--- src/rtl/lsu_controller.sv ---
// Load/store sequencer: one core access at a time onto a req/ready memory bus, with lane steering and timeout.
// Latency: >= 3 cycles per access (request, >= 1 wait, done); faulting accesses are answered in the request cycle.
// Backpressure: core_stall holds the core until mem_ready or the timeout ends the wait.
module lsu_controller #(
  parameter int unsigned TIMEOUT_CYCLES = 16,
  parameter int unsigned CNT_WIDTH      = 8
) (
  input  logic        clk,
  input  logic        rst_n,
  input  logic        core_req,
  input  logic        core_we,
  input  logic [2:0]  core_size,
  input  logic [31:0] core_addr,
  input  logic [31:0] core_wd,
  output logic [31:0] core_rd,
  output logic        core_stall,
  output logic        misaligned,
  output logic        bus_error,
  output logic        mem_req,
  output logic        mem_we,
  output logic [3:0]  mem_be,
  output logic [31:0] mem_addr,
  output logic [31:0] mem_wdata,
  input  logic [31:0] mem_rdata,
  input  logic        mem_ready
);

  localparam logic [2:0] SZ_BYTE  = 3'd0;
  localparam logic [2:0] SZ_HALF  = 3'd1;
  localparam logic [2:0] SZ_WORD  = 3'd2;
  localparam logic [2:0] SZ_UBYTE = 3'd4;
  localparam logic [2:0] SZ_UHALF = 3'd5;

  localparam logic [CNT_WIDTH-1:0] CNT_LAST = CNT_WIDTH'(TIMEOUT_CYCLES - 1);

  typedef enum logic [1:0] {
    ST_IDLE,
    ST_WAIT,
    ST_DONE
  } state_t;

  // Access attributes needed after the request cycle to steer the load data
  typedef struct packed {
    logic [2:0] size;
    logic [1:0] off;
  } acc_t;

  state_t               state;
  state_t               state_nxt;
  acc_t                 acc_q;
  logic [CNT_WIDTH-1:0] cnt;

  logic        size_legal;
  logic        addr_aligned;
  logic        fault;
  logic        accept;
  logic        timeout;
  logic [3:0]  be_nxt;
  logic [31:0] wdata_nxt;
  logic [7:0]  rd_byte;
  logic [15:0] rd_half;
  logic [31:0] load_ext;

  // ------------------------------------------------------------------
  // Request qualification
  // ------------------------------------------------------------------
  always_comb begin
    size_legal   = 1'b1;
    addr_aligned = 1'b1;
    case (core_size)
      SZ_BYTE, SZ_UBYTE: addr_aligned = 1'b1;
      SZ_HALF, SZ_UHALF: addr_aligned = ~core_addr[0];
      SZ_WORD:           addr_aligned = (core_addr[1:0] == 2'b00);
      default:           size_legal   = 1'b0;
    endcase
  end

  assign fault   = core_req & ~(size_legal & addr_aligned);
  assign accept  = core_req & ~fault;
  assign timeout = (state == ST_WAIT) & ~mem_ready & (cnt == CNT_LAST);

  // ------------------------------------------------------------------
  // Store lane steering; loads always fetch the full word
  // ------------------------------------------------------------------
  always_comb begin
    be_nxt    = 4'b1111;
    wdata_nxt = core_wd;
    case (core_size)
      SZ_BYTE, SZ_UBYTE: begin
        be_nxt    = 4'b0001 << core_addr[1:0];
        wdata_nxt = {4{core_wd[7:0]}};
      end
      SZ_HALF, SZ_UHALF: begin
        be_nxt    = core_addr[1] ? 4'b1100 : 4'b0011;
        wdata_nxt = {2{core_wd[15:0]}};
      end
      default: ;
    endcase
    if (!core_we) begin
      be_nxt = 4'b1111;
    end
  end

  // ------------------------------------------------------------------
  // Load data extraction and extension
  // ------------------------------------------------------------------
  always_comb begin
    rd_byte = mem_rdata[7:0];
    case (acc_q.off)
      2'd0: rd_byte = mem_rdata[7:0];
      2'd1: rd_byte = mem_rdata[15:8];
      2'd2: rd_byte = mem_rdata[23:16];
      2'd3: rd_byte = mem_rdata[31:24];
      default: ;
    endcase
    rd_half = acc_q.off[1] ? mem_rdata[31:16] : mem_rdata[15:0];

    load_ext = mem_rdata;
    case (acc_q.size)
      SZ_BYTE:  load_ext = {{24{rd_byte[7]}}, rd_byte};
      SZ_UBYTE: load_ext = {24'd0, rd_byte};
      SZ_HALF:  load_ext = {{16{rd_half[15]}}, rd_half};
      SZ_UHALF: load_ext = {16'd0, rd_half};
      default:  load_ext = mem_rdata;
    endcase
  end

  // ------------------------------------------------------------------
  // Sequencer
  // ------------------------------------------------------------------
  always_ff @(posedge clk or negedge rst_n) begin
    if (!rst_n) begin
      state <= ST_IDLE;
    end else begin
      state <= state_nxt;
    end
  end

  always_comb begin
    state_nxt  = state;
    core_stall = 1'b0;
    misaligned = 1'b0;
    case (state)
      ST_IDLE: begin
        misaligned = fault;
        core_stall = accept;
        if (accept) begin
          state_nxt = ST_WAIT;
        end
      end
      ST_WAIT: begin
        core_stall = 1'b1;
        if (mem_ready || timeout) begin
          state_nxt = ST_DONE;
        end
      end
      ST_DONE: begin
        state_nxt = ST_IDLE;
      end
      default: begin
        state_nxt = ST_IDLE;
      end
    endcase
  end

  // ------------------------------------------------------------------
  // Bus request, captured access and result registers
  // ------------------------------------------------------------------
  always_ff @(posedge clk or negedge rst_n) begin
    if (!rst_n) begin
      mem_req   <= 1'b0;
      mem_we    <= 1'b0;
      mem_be    <= 4'b0000;
      mem_addr  <= 32'd0;
      mem_wdata <= 32'd0;
      acc_q     <= '0;
      cnt       <= '0;
      core_rd   <= 32'd0;
      bus_error <= 1'b0;
    end else begin
      case (state)
        ST_IDLE: begin
          if (accept) begin
            mem_req    <= 1'b1;
            mem_we     <= core_we;
            mem_be     <= be_nxt;
            mem_addr   <= {core_addr[31:2], 2'b00};
            mem_wdata  <= wdata_nxt;
            acc_q.size <= core_size;
            acc_q.off  <= core_addr[1:0];
            cnt        <= '0;
          end
        end
        ST_WAIT: begin
          // mem_ready takes priority over the terminal count
          if (mem_ready) begin
            mem_req <= 1'b0;
            if (!mem_we) begin
              core_rd <= load_ext;
            end
          end else if (timeout) begin
            mem_req   <= 1'b0;
            bus_error <= 1'b1;
            core_rd   <= 32'd0;
          end else begin
            cnt <= cnt + CNT_WIDTH'(1);
          end
        end
        ST_DONE: begin
          bus_error <= 1'b0;
        end
        default: ;
      endcase
    end
  end

endmodule

--- config.mk ---
export PLATFORM = sky130hd
export DESIGN_NAME = lsu_controller
export DESIGN_NICKNAME = d
export VERILOG_FILES = /design/src/rtl/lsu_controller.sv
export SDC_FILE = /design/constraint.sdc
export NUM_CORES = 1
export LEC_CHECK = 0
export CORE_UTILIZATION = 55
export DETAILED_ROUTE_END_ITERATION = 7
export DONT_BUFFER_PORTS = 1
export PLACE_DENSITY_LB_ADDON = 0.1
export SLEW_MARGIN = 5
export SYNTH_ARGS = -nofsm -noshare
export SYNTH_HDL_FRONTEND = slang
export SYNTH_SLANG_ARGS = --single-unit
--- constraint.sdc ---
create_clock -name clk -period 2.2 [get_ports clk]
set_input_delay 0.55 -clock clk [delete_from_list [all_inputs] [get_ports clk]]
set_output_delay 0.55 -clock clk [all_outputs]
set_load 0.02 [all_outputs]
==> summary.md <==
| Metric | Value |
|---|---|
| Result of the run | `finished, violations left` |
| Violations in the final reports | `hold timing` |
| Maximum level of the CTS H-tree | `4` |
| ANT cells | `0` |
| Maximum fanout encountered on the critical timing path | `9` |
| Maximum count of clock buffers along a single path | `2` |
| Synth Cell Area | `5290 um2` |
| Transition time of the tightest slew-check pin | `638 ps` |
| I/O pin cnt | `209` |
| Area occupied by multi-input gates | `2220 um2` |
| Sw power | `3.20 mW` |
| Detailed-route via count | `3641` |
| Clock insertion delay at the later pin of the skew report | `510 ps` |
| Portion of total power attributed to sequential cells | `53.6%` |
| Clock network fraction of total power | `30.8%` |
| Global-route wire length before repair | `19500 um` |
| Root buffer cell | `sky130_fd_sc_hd__clkbuf_8` |
| Unrepaired setup endpoints after global routing | `false` |
| Proportion of synthesized flip-flops having asynchronous set or reset | `100%` |
| Final hold violation count | `116` |
| Via-to-Cell Ratio | `6.10` |
| Final critical delay including setup and external delays | `2140 ps` |
| Setup TNS Final | `0 ps` |
| Peak per-stage delay on the critical path | `470 ps` |
| Number of standard cells after synthesis | `454` |
| Largest clock skew in the final design | `8.54 ps` |
| Number of max-slew violations in the final report | `0` |
| Clock-pin slew on the worst setup and hold paths | `60 ps` |
| Buffers plus inverters on the worst setup path | `0` |
| Layout Area Growth over Synthesis | `13.8%` |
| Maximum clock frequency | `468 MHz` |
| Commonest cells after routing, fill and taps aside | `sky130_fd_sc_hd__dfrtp_1 (114), sky130_fd_sc_hd__mux2_1 (42), sky130_fd_sc_hd__nand2_1 (40), sky130_fd_sc_hd__mux2i_1 (34)` |
| Number of setup violations in the final report | `0` |
| Detailed Route WL | `12100 um` |
| Number of antenna violations at the first check in global routing | `0` |
| Worst setup path category | `register to output pin` |
| Die H | `100 um` |
| DR pass1 iterations | `6` |
| TritonCTS clock tree | `built` |
| Width of the chip | `100 um` |
| Syn Area/Cell | `11.6 um2` |
| Floorplan row count | `35` |
| Max capacitance violation total | `0` |
| Most used flip-flop cell after synthesis | `sky130_fd_sc_hd__dfrtp_1` |
| Setup Slack @ Placement | `99.3 ps` |
| Number of distinct library cells after synthesis | `55` |
| Core Footprint | `9280 um2` |
| # clock sinks | `116` |
| Initial cell density of the core | `57.0%` |
| Critical path startpoint category | `register` |
| Arrival time reported for the critical path endpoint | `1590 ps` |
| Total gr overflow | `0` |
| Via count of the first global-routing pass | `3745` |
| Endpoint class of the critical path | `output pin` |
| Final worst setup slack | `63.3 ps` |
| Layout net count | `561` |
| Sw frac | `37.0%` |
| Placer congestion estimate | `0.804` |
| Tightest Hold Check Type | `input port to asynchronous set/reset pin` |
| Routed WL per cell | `20.2 um` |
| Count of state elements after synthesis | `116` |
| Layout filler cell count | `759` |
| Peak supply drop | `0.633 mV` |
| Ys Warns | `0` |
| Share of layout cells above drive strength 1 | `12.4%` |
| # port buffers | `0` |
| Crit path max-delay family | `simple AND/OR/NAND/NOR gates` |
| Fraction of the yosys area taken by sequential cells | `54.9%` |
| Worst path cell trace | `or3b_4 -> nor2_4` |
| Drt drc | `0` |
| Total Routing Usage GR | `25.4%` |
| Total CTS buffers | `17` |
| Post-route clock period utilization | `97.1%` |
| HPWL after DPL | `8380 um` |
| Register cell area after layout | `2910 um2` |
| Area of the die | `10000 um2` |
| Slowest stage cell, crit path | `sky130_fd_sc_hd__dfrtp_2` |
| Req. time, crit path | `1650 ps` |
| Final-layout worst hold slack | `-264 ps` |
| Slew margin rel. | `57.5%` |
| Leakage dissipation | `2.66 nW` |
| Total power divided by cell area | `1440 nW/um2` |
| Most common cell after layout, fill and taps aside | `sky130_fd_sc_hd__dfrtp_1` |
| Detailed router's first-iteration violation count | `176` |
| Maximum number of pins on one net before global-route repair | `117` |
| Post-synth EDFFs | `0` |
| Antenna violation net count after detailed routing | `0` |
| Design internal power | `5.44 mW` |
| Logic gate share of total power | `15.6%` |
-- flip-flops by register name, summed over array words and instances, names as in the netlist --
signal and flops:
cnt 8, acc_q 5, mem_wdata 32, core_rd 32
state 2, mem_addr 30, mem_we 1, mem_req 1
bus_error 1, mem_be 4
-- final timing paths --
path                              start     endpoint  slack [ps]  depth (start not counted)
max                            state[0]   misaligned          60                          2
min                               rst_n   core_rd[5]        -260                          0
max reg2reg                      cnt[0]       cnt[7]         250                          5
min reg2reg                      cnt[0]       cnt[0]         540                          1
max in group asynchronous         rst_n     state[1]        2310                          0
min in group clk           core_addr[5]  mem_addr[5]         170                          1
-- repair_timing --
item / in CTS / in global routing
setup endpoints to repair: 1 / 1
buffers inserted: 0 / 0
hold endpoints to repair: 116 / 116
gates cloned: 0 / 0
gates resized for setup: 3 / 2
-- Yosys cell counts, types with 5 or more instances --
cell	n	area, um2
sky130_fd_sc_hd__a22oi_1	7	52.6
sky130_fd_sc_hd__inv_1	6	22.5
sky130_fd_sc_hd__dfrtp_1	116	2900
sky130_fd_sc_hd__mux2_1	42	473
sky130_fd_sc_hd__and2_1	8	50.1
sky130_fd_sc_hd__mux2i_1	34	340
sky130_fd_sc_hd__nor2_1	22	82.6
sky130_fd_sc_hd__a211oi_1	8	60.1
sky130_fd_sc_hd__buf_2	5	25.0
sky130_fd_sc_hd__clkbuf_1	18	67.6
sky130_fd_sc_hd__a21oi_1	18	90.1
sky130_fd_sc_hd__o21ai_0	23	115
sky130_fd_sc_hd__a221o_1	23	230
sky130_fd_sc_hd__nand2_1	40	150
sky130_fd_sc_hd__o21ai_1	19	95.1
-- worst register-to-register path, cell delays in order, from the launching register on --
cell and delay, ps:
sky130_fd_sc_hd__dfrtp_1 410, sky130_fd_sc_hd__ha_1 250, sky130_fd_sc_hd__and3_1 290, sky130_fd_sc_hd__a21o_4 260, sky130_fd_sc_hd__or4_1 500, sky130_fd_sc_hd__a21boi_1 160
-- layer usage --
metal	wire length (um)	share of wire (%)	global-route usage, %
met5	0	0	0
met4	238	2.0	10.7
met3	1460	12	11.8
met2	5710	47	40.1
met1	4650	39	30.2
-- kinds of logic (layout without fill, tap and decap cells) --
| kind of cell | count (synthesis) | after routing | share of synthesized area [%] |
|---|---|---|---|
| multiplexers | 77 | 77 | 15.6 |
| buffers and inverters | 39 | 52 | 3.67 |
| AO/OA/AOI/OAI | 118 | 118 | 15.5 |
| AND/OR/NAND/NOR | 99 | 99 | 9.54 |
| XOR/XNOR | 3 | 3 | 0.497 |
| flip-flops | 116 | 116 | 54.9 |
| other | 1 | 2 | 0.0709 |
| adder cells (fa/ha/maj) | 1 | 1 | 0.237 |
-- area by class of cell --
cell class | count | share of cell area, %
inverter | 6 | 0.374
multi-input combinational | 300 | 36.9
tap | 129 | 2.68
clock buffer | 20 | 7.24
timing repair buffer | 15 | 2.29
sequential | 116 | 48.3
clock inverter | 11 | 2.25
-- power groups by stage --
stage | clock, mW | sequential (mW) | combinational, mW
after global placement | 0 | 4.64 | 1.29
after CTS | 2.69 | 4.64 | 1.36
final | 2.66 | 4.63 | 1.35
after floorplan | 0 | 4.39 | 1.17
after global routing | 2.81 | 4.75 | 1.53
after detailed placement | 0 | 4.66 | 1.35
-- through the flow --
stage / power [mW] / std cells / utilization (%) / cell area (um2)
floorplan: 5.56 / 455 / - / 5290
global placement: 5.93 / 566 / 58.5 / 5430
detailed placement: 6.01 / 566 / 58.5 / 5430
CTS: 8.70 / 597 / 64.8 / 6010
global route: 9.09 / 597 / 64.8 / 6020
finish: 8.64 / 597 / 64.8 / 6020
No activity file was read; power rests on OpenSTA's default activity.
